==> config.mk <==
export PLATFORM = sky130hd
export DESIGN_NAME = microsequencer
export DESIGN_NICKNAME = d
export VERILOG_FILES = /design/src/rtl/microsequencer.sv
export SDC_FILE = /design/constraint.sdc
export NUM_CORES = 1
export LEC_CHECK = 0
export CAP_MARGIN = 10
export CORE_MARGIN = 2
export CORE_UTILIZATION = 50
export CTS_CLUSTER_DIAMETER = 80
export DETAILED_ROUTE_END_ITERATION = 10
export DONT_BUFFER_PORTS = 1
export PLACE_DENSITY = 0.69
export SETUP_SLACK_MARGIN = 0.05
export SLEW_MARGIN = 5
export SYNTH_ARGS = -nofsm -noshare
export SYNTH_HDL_FRONTEND = slang
export SYNTH_SLANG_ARGS = --single-unit
==> constraint.sdc <==
create_clock -name clk -period 1.8 [get_ports clk]
set_input_delay 0.09 -clock clk [delete_from_list [all_inputs] [get_ports clk]]
set_output_delay 0.09 -clock clk [all_outputs]
set_load 0.02 [all_outputs]
==> src/rtl/microsequencer.sv <==
// rtl/microsequencer.sv - microprogram sequencer: PC, flag register, branch and halt control.
// The optional multi-cycle WAIT opcode is built only when MICROSEQ_WAIT_EN is defined.
module microsequencer #(
    parameter int SELECTIONDECO = 3,
    parameter int SELECTIONALU  = 3,
    parameter int ADDRWIDTH     = 5
) (
    input  logic                     clk,
    input  logic                     lowRst,
    input  logic                     sStart,
    input  logic [15:0]              sMicroWord,
    input  logic                     sOverflow,
    input  logic                     sCarry,
    input  logic                     sNegative,
    input  logic                     sZero,
    output logic [ADDRWIDTH-1:0]     sMicroAddr,
    output logic [SELECTIONDECO-1:0] sSelDecoA,
    output logic [SELECTIONDECO-1:0] sSelDecoB,
    output logic [SELECTIONDECO-1:0] sSelDecoC,
    output logic [SELECTIONALU-1:0]  sSelAlu,
    output logic                     sBusy,
    output logic                     sHalted
);

`ifdef MICROSEQ_WAIT_EN
    typedef enum logic [1:0] {
        ST_IDLE = 2'd0,
        ST_RUN  = 2'd1,
        ST_WAIT = 2'd2,
        ST_HALT = 2'd3
    } state_t;
`else
    typedef enum logic [1:0] {
        ST_IDLE = 2'd0,
        ST_RUN  = 2'd1,
        ST_HALT = 2'd3
    } state_t;
`endif

    localparam logic [1:0] OP_EXEC   = 2'b00;
    localparam logic [1:0] OP_BRANCH = 2'b01;
    localparam logic [1:0] OP_HALT   = 2'b10;
    localparam logic [1:0] OP_WAIT   = 2'b11;

    state_t                 r_state;
    state_t                 w_state_nxt;
    logic [ADDRWIDTH-1:0]   r_pc;
    logic [ADDRWIDTH-1:0]   w_pc_nxt;
    logic [ADDRWIDTH-1:0]   w_pc_inc;
    logic [3:0]             r_flags;      // {V, C, N, Z}
    logic [3:0]             w_flags_nxt;
`ifdef MICROSEQ_WAIT_EN
    logic [7:0]             r_cnt;
    logic [7:0]             w_cnt_nxt;
`endif

    logic [1:0]             w_op;
    logic [2:0]             w_cond;
    logic [ADDRWIDTH-1:0]   w_target;
    logic                   w_latch;
    logic                   w_taken;
    logic                   w_unused_bit0;

    logic [SELECTIONDECO-1:0] w_sel_a;
    logic [SELECTIONDECO-1:0] w_sel_b;
    logic [SELECTIONDECO-1:0] w_sel_c;
    logic [SELECTIONALU-1:0]  w_sel_alu;

    assign w_op          = sMicroWord[15:14];
    assign w_cond        = sMicroWord[13:11];
    assign w_target      = sMicroWord[ADDRWIDTH-1:0];
    assign w_latch       = sMicroWord[1];
    assign w_unused_bit0 = sMicroWord[0];
    assign w_pc_inc      = r_pc + ADDRWIDTH'(1);

    // Branches look only at the registered flags, never at this cycle's ALU flags.
    always_comb begin
        w_taken = 1'b0;
        case (w_cond)
            3'd0:    w_taken = 1'b1;
            3'd1:    w_taken = r_flags[0];
            3'd2:    w_taken = ~r_flags[0];
            3'd3:    w_taken = r_flags[2];
            3'd4:    w_taken = ~r_flags[2];
            3'd5:    w_taken = r_flags[1];
            3'd6:    w_taken = r_flags[3];
            default: w_taken = 1'b0;
        endcase
    end

    always_ff @(posedge clk) begin
        if (!lowRst) begin
            r_state <= ST_IDLE;
            r_pc    <= '0;
            r_flags <= '0;
`ifdef MICROSEQ_WAIT_EN
            r_cnt   <= '0;
`endif
        end else begin
            r_state <= w_state_nxt;
            r_pc    <= w_pc_nxt;
            r_flags <= w_flags_nxt;
`ifdef MICROSEQ_WAIT_EN
            r_cnt   <= w_cnt_nxt;
`endif
        end
    end

    // Selects are parked (C = all ones, the unwritable slot) unless executing an EXEC word.
    always_comb begin
        w_state_nxt = r_state;
        w_pc_nxt    = r_pc;
        w_flags_nxt = r_flags;
`ifdef MICROSEQ_WAIT_EN
        w_cnt_nxt   = r_cnt;
`endif
        w_sel_a     = '0;
        w_sel_b     = '0;
        w_sel_c     = '1;
        w_sel_alu   = '0;
        case (r_state)
            ST_IDLE: begin
                w_pc_nxt = '0;
                if (sStart) begin
                    w_state_nxt = ST_RUN;
                end
            end
            ST_RUN: begin
                case (w_op)
                    OP_EXEC: begin
                        w_sel_a   = SELECTIONDECO'(sMicroWord[13:11]);
                        w_sel_b   = SELECTIONDECO'(sMicroWord[10:8]);
                        w_sel_c   = SELECTIONDECO'(sMicroWord[7:5]);
                        w_sel_alu = SELECTIONALU'(sMicroWord[4:2]);
                        w_pc_nxt  = w_pc_inc;
                        if (w_latch) begin
                            w_flags_nxt = {sOverflow, sCarry, sNegative, sZero};
                        end
                    end
                    OP_BRANCH: begin
                        w_pc_nxt = w_taken ? w_target : w_pc_inc;
                    end
                    OP_HALT: begin
                        w_state_nxt = ST_HALT;
                    end
                    OP_WAIT: begin
`ifdef MICROSEQ_WAIT_EN
                        if (sMicroWord[7:0] == 8'd0) begin
                            w_pc_nxt = w_pc_inc;
                        end else begin
                            w_cnt_nxt   = sMicroWord[7:0];
                            w_state_nxt = ST_WAIT;
                        end
`else
                        w_pc_nxt = w_pc_inc;
`endif
                    end
                    default: begin
                        w_state_nxt = ST_RUN;
                    end
                endcase
            end
`ifdef MICROSEQ_WAIT_EN
            ST_WAIT: begin
                // The issuing RUN cycle plus N WAIT cycles give N+1 cycles at this PC.
                if (r_cnt <= 8'd1) begin
                    w_cnt_nxt   = 8'd0;
                    w_pc_nxt    = w_pc_inc;
                    w_state_nxt = ST_RUN;
                end else begin
                    w_cnt_nxt = r_cnt - 8'd1;
                end
            end
`endif
            ST_HALT: begin
                if (sStart) begin
                    w_state_nxt = ST_RUN;
                    w_pc_nxt    = '0;
                    w_flags_nxt = '0;
                end
            end
            default: begin
                w_state_nxt = ST_IDLE;
                w_pc_nxt    = '0;
            end
        endcase
    end

    assign sMicroAddr = r_pc;
    assign sSelDecoA  = w_sel_a;
    assign sSelDecoB  = w_sel_b;
    assign sSelDecoC  = w_sel_c;
    assign sSelAlu    = w_sel_alu;
`ifdef MICROSEQ_WAIT_EN
    assign sBusy      = (r_state == ST_RUN) || (r_state == ST_WAIT);
`else
    assign sBusy      = (r_state == ST_RUN);
`endif
    assign sHalted    = (r_state == ST_HALT);

endmodule
Word-level counts from Yosys, hierarchy flattened
Index checks and enable logic that the tools add are counted.
{"block": "totals", "out_inout_bits": 19, "memories": 0, "latchBits": 0, "ram_bits": 0, "ff_bits": 11, "mem_bits_ro": 0}
{"block": "op_classes", "n_eq_ne": 17, "bitwise_logic": 2, "add_sub_neg": 1, "order_cmp": 0, "multipliers": 0, "n_reduce_logical": 9, "shifts": 0, "div_mod_pow": 0, "muxes": 20}
{"op": "$mux 3", "count": 8}
{"op": "$pmux 5 s2", "count": 2}
{"op": "$mux 4", "count": 3}
{"op": "$mux 5", "count": 2}
{"op": "$eq 3x3->1 const B", "count": 3}
{"op": "$pmux 4 s2", "count": 1}
{"op": "$pmux 1 s7", "count": 1}
{"op": "$eq 2x2->1 const B", "count": 3}
{"op": "$eq 3x2->1 const B", "count": 2}
{"op": "$ne 2x1->1 const B", "count": 3}
{"op": "$add 5x1->5 const B", "count": 1}
{"op": "$eq 2x1->1 const B", "count": 2}
{"op": "$logic_not 2->1", "count": 2}
{"op": "$mux 2", "count": 2}
{"op": "$ne 2x2->1 const B", "count": 2}
{"op": "$pmux 2 s2", "count": 1}
{"op": "$reduce_and 2->1", "count": 2}
{"op": "$reduce_and 4->1", "count": 1}
{"op": "$reduce_or 2->1", "count": 2}
{"op": "$eq 3x1->1 const B", "count": 1}
{"op": "$logic_not 3->1", "count": 1}
{"op": "$ne 3x2->1 const B", "count": 1}
{"op": "$not 1->1", "count": 2}
{"op": "$reduce_bool 2->1", "count": 1}

Logic depth before layout (Yosys ltp)
Gate-level depths: netlist (run 1).
{"block": "logic_depth", "depth_word": 5, "depth_mapped": 8, "depth_no_buf": 7}

Worst setup path before layout (run 1)
OpenSTA, ideal clock, no wires.
{"block": "synth_timing", "path_type": "register -> register", "from": "register r_state[0]", "to": "register r_pc[3], in the netlist sMicroAddr[3]", "arrival_ns": 1.595, "path_slack_ns": 0.130, "path_stages_with_launch": 5, "synth_period_minus_slack_ns": 1.670, "setup_ns": 0.075, "t_required_ns": 1.725, "path_cell_list": "dfxtp_1 ha_1 inv_1 or4_1 o22ai_1"}
{"block": "synth_between", "elab_chain_cells": 3, "word_cells_on_any_way": 6, "cone_classes": "eq/ne (4); mux (1); reduce/logical (1)"}
{"element": "start: declaration", "line": "45", "rtl": "state_t r_state;"}
{"element": "start signal: assignment", "line": "100", "rtl": "r_state <= w_state_nxt;"}
{"element": "$eq 2x1->1 (*)"}
{"element": "named net sBusy", "line": "21", "rtl": "output logic sBusy,"}
{"element": "$ne 3x2->1 (no source line)"}
{"element": "$reduce_and 2->1 (no source line)"}
{"element": "end signal: assignment", "line": "101", "rtl": "r_pc <= w_pc_nxt;"}
{"element": "end: declaration", "line": "47", "rtl": "logic [ADDRWIDTH-1:0] r_pc;"}
Mark *: on every way through the listed nets, which the timed path passes. The rest lies on a longest branch.
A chain may end at the register's enable or synchronous reset.

Worst setup path after layout (run 1)
{"block": "layout_timing", "from": "register r_state[0]", "to": "register r_pc[4], in the netlist sMicroAddr[4]"}
{"block": "layout_between", "elab_chain_cells": 3, "word_cells_on_any_way": 6, "cone_classes": "eq/ne (4); mux (1); reduce/logical (1)"}
{"element": "$eq 2x1->1 or $eq 2x2->1 (tied branches)", "line": "121", "rtl": "case (r_state)"}
{"element": "$ne 3x2->1 (no source line) or $ne 2x2->1 (tied branches)"}
{"element": "$reduce_and 2->1 (no source line)"}
Parallel ways exist; a longest one is shown, timed or not.

==> metrics.csv, run 1 <==
stage,metric,value,unit
job,drv_cap,0,
setup_path,worstReg2RegStart,r_state[0]$_SDFFE_PN0P_,
yosys,ys_ff_latch,11,
power,p_int,0.404,mW
cts,cts.sinks,11,
floorplan,io_pins,42,
sta,worst_pin_slew,0.509,ns
global_routing,grt_usage,20.3,%
yosys,synth-edff-count,0,
sta,max-slew-margin-rel,65.7,%
routing,wl_per_cell,14.4,um
sta,period_share,90.6,%
setup_path,critical_path_arrival,1.83,ns
setup_path,r2r_slack,0.17,ns
sta,fin_tns_setup,0,ns
setup_path,crit_type,reg -> reg,
cells_and_area,diodes,0,
yosys,netlist_top_cells_area,"dfxtp_1, ha_1, and3_1",
routing,routed_wl,1810,um
routing,ant_nets,0,
routing,firstDrtPassIters,4,
cells_and_area,fin_nets,141,
yosys,synth_area_per_cell,7.99,um^2
floorplan,chipHeight,43.8,um
power,comb_power_share,26.2,%
setup_path,cp_max_fo,6,
global_routing,grt_max_degree,14,
cells_and_area,layout-drive-gt1-share,12.7,%
setup_path,endpoint_kind,register,
worst_hold_path,min_from,sMicroWord[2],
routing,route.detailed.drc,0,
floorplan,die_w,43.8,um
routing,drt_iter0_drc,13,
placement,placement.io_buffers,0,
cts,numCtsBuffers,3,
global_routing,antenna_found_initial,0,
yosys,yosys_warnings,0,
cts,cts_root_buffer,clkbuf_4,
yosys,synth_fa_ha_area_share,11.1,%
yosys,synth-simple-area-share,30.5,%
worst_hold_path,hold_path.class,in -> reg,
sta,min_period,1.63,ns
global_routing,grt_overflow_total,0,
power,peakVddDrop,0.428,mV
sta,slew_violations,0,
cts,htreeDepth,1,
yosys,syn_area,791,um^2
floorplan,dieArea,1920,um^2
yosys,synthDistinctLibCells,29,
sta,fin_skew,0.00185,ns
cells_and_area,area_growth,16.0,%
yosys,synth_nets,129,
sta,setup_viol,0,
routing,vias,765,
worst_hold_path,whs_path_depth,2,
yosys,yosys.area.top_type_share,27.8,%
power,switching_share,32.9,%
cells_and_area,stdcell_area,917,um^2
floorplan,rows,14,
placement,detailed_place_hpwl,1390,um
floorplan,core,1490,um^2
power,clkPwrFrac,29.8,%
sta,rsz0062_at_grt,no,
cells_and_area,fin_util,61.6,%
cts,clk_latency,0.27,ns
floorplan,initial_utilization,53.1,%
yosys,synth_xor_area_share,1.11,%
run_status,status,"finished, final reports clean",
global_routing,grt_pass1_wl,2920,um
yosys,synth_compound_area_share,19.1,%
yosys,async_flop_share,0,%
power,p_per_area,658,nW/um^2
setup_path,critPathLaunchType,register,
yosys,yosysTopAreaCell,dfxtp_1,
yosys,postSynthCellCount,99,
routing,vias_per_cell,6.07,
setup_path,required,2.00,ns
cts,cts_buffer_depth,2,
yosys,ys.flop_type,dfxtp_1,
setup_path,r2r-end,sMicroAddr[4]$_SDFFE_PN0P_,
setup_path,r2r_cells,4,
global_routing,grt_pass1_vias,738,
cts,clk_pin_slew,0.08,ns
placement,place_area,826,um^2
yosys,muxShareOfSynthArea,5.06,%
sta,hold_viol,0,
power,leakage,0.407,nW
sta,max_freq,613,MHz
power,power_switching,0.199,mW
placement,gp_congestion,0.743,
yosys,synth_top_family_by_area,simple AND/OR/NAND/NOR gates,
yosys,ys_seq_area_share,27.8,%
cts,tritoncts,built,
worst_hold_path,min_to,sMicroAddr[2]$_SDFFE_PN0P_,
cts,postCtsSetupBuffers,0,
power,pwr-share-seq,44.0,%
-- power by group through the flow --
stage	Combinational, mW	Sequential (mW)	Clock (mW)
finish	0.158	0.266	0.180
global route	0.174	0.267	0.190
CTS	0.158	0.266	0.175
detailed placement	0.147	0.271	0
global placement	0.144	0.271	0
floorplan	0.114	0.274	0
-- synthesized netlist by cell type, types with 2 or more instances --
cell type,count
nand2b_1,3
dfxtp_1,11
nand3_1,4
clkbuf_1,2
nor2b_1,2
o21ai_0,2
ha_1,7
o22ai_1,3
inv_1,8
a22oi_1,4
and3_1,9
a21oi_1,5
a31oi_1,2
nand4b_1,3
or2_2,5
nand2_1,5
o21ai_1,2
mux2i_1,4
nor2_1,8
-- per-stage QoR --
step                setup slack [ns]  power [mW]  cells  hold slack (ns)
CTS                            0.182       0.599    126          0.00876
detailed placement             0.196       0.418    116            0.261
finish                         0.169       0.603    126          0.00162
global route                  0.0769       0.632    126          0.00396
global placement               0.259       0.416    116            0.257
floorplan                      0.130       0.388     99            0.249
-- registers in the layout, indices dropped and copies added (netlist names) --
name and cells:
r_state 2, sMicroAddr 5, r_flags 4
-- cell families after synthesis --
family	Yosys count
xor+xnor	1
compound gates	22
flops	11
simple gates	43
fa+ha+maj	7
mux	4
buf+inv	11
-- cell usage in the layout (no fill, tap or decap) --
cell type and n:
dfxtp_1 11, and3_1 9, inv_1 8, nor2_1 8, ha_1 7, dlygate4sd3_1 6
nand2_1 5, or2_2 5, a21oi_1 5, nand3_1 4, mux2i_1 4, a22oi_1 4
nand4b_1 3, nand2b_1 3, o22ai_1 3, clkbuf_4 3, buf_4 3, nor2b_1 2
o21ai_1 2, o21ai_0 2, a31oi_1 2, clkinv_1 1, or4_1 1, xor2_1 1
nand2_2 1, o31ai_4 1, a211oi_1 1, nor3b_2 1, nor4_1 1, o21a_1 1
a311oi_1 1, clkbuf_1 1
-- worst max-delay path by stage --
stage	slack (ns)	depth (start not counted)	start	to
2_1_floorplan	0.13	4	r_state[0]$_SDFFE_PN0P_	sMicroAddr[3]$_SDFFE_PN0P_
3_3_place_gp	0.26	4	r_state[0]$_SDFFE_PN0P_	sMicroAddr[4]$_SDFFE_PN0P_
3_5_place_dp	0.20	5	r_state[0]$_SDFFE_PN0P_	r_flags[2]$_SDFFE_PN0P_
4_1_cts	0.18	5	r_state[0]$_SDFFE_PN0P_	r_flags[2]$_SDFFE_PN0P_
5_1_grt	0.08	4	r_state[0]$_SDFFE_PN0P_	sMicroAddr[4]$_SDFFE_PN0P_
6_report	0.17	4	r_state[0]$_SDFFE_PN0P_	sMicroAddr[4]$_SDFFE_PN0P_
-- final cells by class --
type | count | area, um^2
inverters | 9 | 33.8
flip-flops and latches | 11 | 220
well taps | 16 | 20.0
clock buffers | 4 | 26.3
multi-input cells | 77 | 534
fillers | 128 | 572
repair buffers | 9 | 82.6
-- timing repair --
item,in CTS,in global routing
hold buffers,6,0
resized for setup,0,1
endpoints found under the hold margin,6,0
endpoints found under the setup margin,0,4
-- routing by layer --
| metal | wire length [um] | up-vias | track usage, % |
|---|---|---|---|
| met2 | 916 | 28 | 37.1 |
| met1 | 757 | 354 | 22.2 |
| met3 | 108 | 5 | 5.42 |
| li1 | - | 378 | - |
| met4 | 29 | 0 | 7.27 |
| met5 | 0 | - | 0 |
-- critical path, stage by stage, from the launching register on --
cell     delay (ns)
dfxtp_1        0.38
ha_1           0.28
inv_1          0.10
or4_1          0.61
o22ai_1        0.20
Note: power is estimated with default switching activity, not from simulation.
==> inputs of run 2 (changes only) <==
CELL_PAD_IN_SITES_DETAIL_PLACEMENT = 2   (was not set)
CELL_PAD_IN_SITES_GLOBAL_PLACEMENT = 2   (was not set)
CORE_UTILIZATION = 31   (was 50)
PLACE_DENSITY = 0.78   (was 0.69)
==> run 2 against run 1 <==
  * Via count is 4.6% higher
  * Non-clock buffer count rose by 1
  * Setup slack got worse by 0.0081 ns
  * Register-to-register slack about the same
  * Cell area increased by 3.1%
  * Sequential share of layout area is 0.73 points lower
  * Critical path type unchanged
  * Highest routed layer unchanged
==> metrics.csv, run 2 (synthesized netlist as in run 1, its figures left out) <==
stage,metric,value,unit,change
global_routing,grt_pass1_wl,3800,um,was 2920 um
run_status,status,"finished, final reports clean",,unchanged
setup_path,path_cells,ha_2 -> inv_1 -> or4_1 -> o22ai_1,,was ha_1 -> inv_1 -> or4_1 -> o22ai_1
sta,max-slew-margin-rel,66.9,%,was 65.7%
routing,route.detailed.drc,0,,unchanged
sta,hold_viol,0,,unchanged
global_routing,grt_pass1_vias,807,,was 738
global_routing,grt_usage,18.7,%,was 20.3%
global_routing,grt_overflow_total,0,,unchanged
power,peakVddDrop,0.311,mV,was 0.428 mV
placement,placement.io_buffers,0,,unchanged
floorplan,initial_utilization,32.2,%,was 53.1%
cells_and_area,mostFrequentLayoutCell,dfxtp_1,,unchanged
sta,setup_ws,0.161,ns,was 0.169 ns
setup_path,slowest_stage,or4_1,,unchanged
routing,firstDrtPassIters,4,,unchanged
cts,clk_latency,0.27,ns,about the same
sta,worst_pin_slew,0.496,ns,was 0.509 ns
routing,routed_wl,2460,um,was 1810 um
sta,slew_violations,0,,unchanged
cells_and_area,area_growth,19.6,%,was 16.0%
cells_and_area,fin_util,38.5,%,was 61.6%
setup_path,crit_type,reg -> reg,,unchanged
sta,setup_viol,0,,unchanged
placement,detailed_place_hpwl,1930,um,was 1390 um
cts,postCtsSetupBuffers,0,,unchanged
floorplan,chipHeight,54.5,um,was 43.8 um
power,leakage,0.412,nW,was 0.407 nW
sta,rsz0062_at_grt,no,,unchanged
cells_and_area,layout_common_cells,"dfxtp_1, and3_1, inv_1, nor2_1, ha_1",,unchanged
sta,period_share,91.0,%,was 90.6%
routing,wl_per_cell,17.5,um,was 14.4 um
routing,drt_iter0_drc,7,,was 13
cts,cts_buffer_depth,2,,unchanged
floorplan,core,2450,um^2,was 1490 um^2
cts,tritoncts,built,,unchanged
cts,numCtsBuffers,3,,unchanged
placement,gp_congestion,0.792,,was 0.743
power,p_total,0.617,mW,was 0.603 mW
cts,clk_pin_slew,0.08,ns,about the same
global_routing,grt_max_degree,11,,was 14
placement,post-place-ws,0.115,ns,was 0.196 ns
cells_and_area,largest_reg_flops,5,,unchanged
cells_and_area,layout-drive-gt1-share,16.2,%,was 12.7%
floorplan,dieArea,2970,um^2,was 1920 um^2
setup_path,critical_path_arrival,1.84,ns,was 1.83 ns
floorplan,rows,18,,was 14
power,p_per_area,652,nW/um^2,was 658 nW/um^2
sta,fin_skew,0.0103,ns,was 0.00185 ns
cts,htreeDepth,1,,unchanged
cts,cts_root_buffer,clkbuf_4,,unchanged
routing,vias,800,,was 765
setup_path,required,2.01,ns,was 2.00 ns
sta,max_freq,610,MHz,was 613 MHz
routing,vias_per_cell,5.67,,was 6.07
cts,cts.sinks,11,,unchanged
routing,ant_nets,0,,unchanged
sta,min_period,1.64,ns,was 1.63 ns
job,drv_cap,0,,unchanged
setup_path,critPathLaunchType,register,,unchanged
cells_and_area,diodes,0,,unchanged
sta,fin_tns_setup,0,ns,unchanged
cells_and_area,fin_nets,142,,was 141
setup_path,cp_max_fo,7,,was 6
worst_hold_path,hold_path.class,in -> reg,,unchanged
floorplan,io_pins,42,,unchanged
global_routing,antenna_found_initial,0,,unchanged
setup_path,max_stage_delay,0.62,ns,was 0.61 ns
floorplan,die_w,54.5,um,was 43.8 um
setup_path,endpoint_kind,register,,unchanged
[run 2: path summary, 6_finish.rpt]
check	endpoint	cells after the start	start	slack (ns)
worst max-delay path	sMicroAddr[4]$_SDFFE_PN0P_	4	r_state[0]$_SDFFE_PN0P_	0.16
worst max register to register	sMicroAddr[4]$_SDFFE_PN0P_	4	r_state[0]$_SDFFE_PN0P_	0.16
worst min-delay path	sMicroAddr[1]$_SDFFE_PN0P_	2	sMicroWord[1]	0.01
worst min register to register	r_flags[3]$_SDFFE_PN0P_	2	r_flags[3]$_SDFFE_PN0P_	0.53
[run 2: area by class of cell]
cell class / instances / area, um^2
Clock buffer: 4 / 26.3
Fill cell: 291 / 1510
Inverter: 9 / 33.8
Multi-Input combinational cell: 77 / 541
Sequential cell: 11 / 220
Tap cell: 30 / 37.5
Timing Repair Buffer: 10 / 87.6
[run 2: worst max-delay path, delay by kind of cell (launching register included)]
kind / cells / cell delay, ns
DFF: 1 / 0.40
and+or+nand+nor: 1 / 0.62
adders and majority gates: 1 / 0.27
buffers and inverters: 1 / 0.08
AOI/OAI and AO/OA: 1 / 0.20
[run 2: timing repair]
action / in CTS / in global routing
hold endpoints to repair: 5 / 0
setup endpoints to repair: 0 / 8
gates resized for setup: 0 / 4
hold buffers: 5 / 0
[run 2: where the power goes]
part	leakage (nW)	internal (mW)	total, mW	switching [mW]
logic	0.308	0.0710	0.169	0.0975
clock network	0.0150	0.0858	0.177	0.0914
registers	0.0893	0.254	0.271	0.0173
[run 2: layer usage]
layer,GRT usage (%),routed length [um],vias up
li1,-,-,378
met5,0,0,-
met3,6.01,165,4
met4,7.92,43,0
met1,19.4,952,385
met2,34.3,1300,33
[run 2: metrics by stage]
step / std cells / hold slack [ns] / area [um^2]
after floorplan: 99 / 0.249 / 791
after global placement: 132 / 0.257 / 858
after detailed placement: 132 / 0.264 / 858
after CTS: 141 / 0.0136 / 935
after global routing: 141 / 0.0195 / 946
final: 141 / 0.0143 / 946
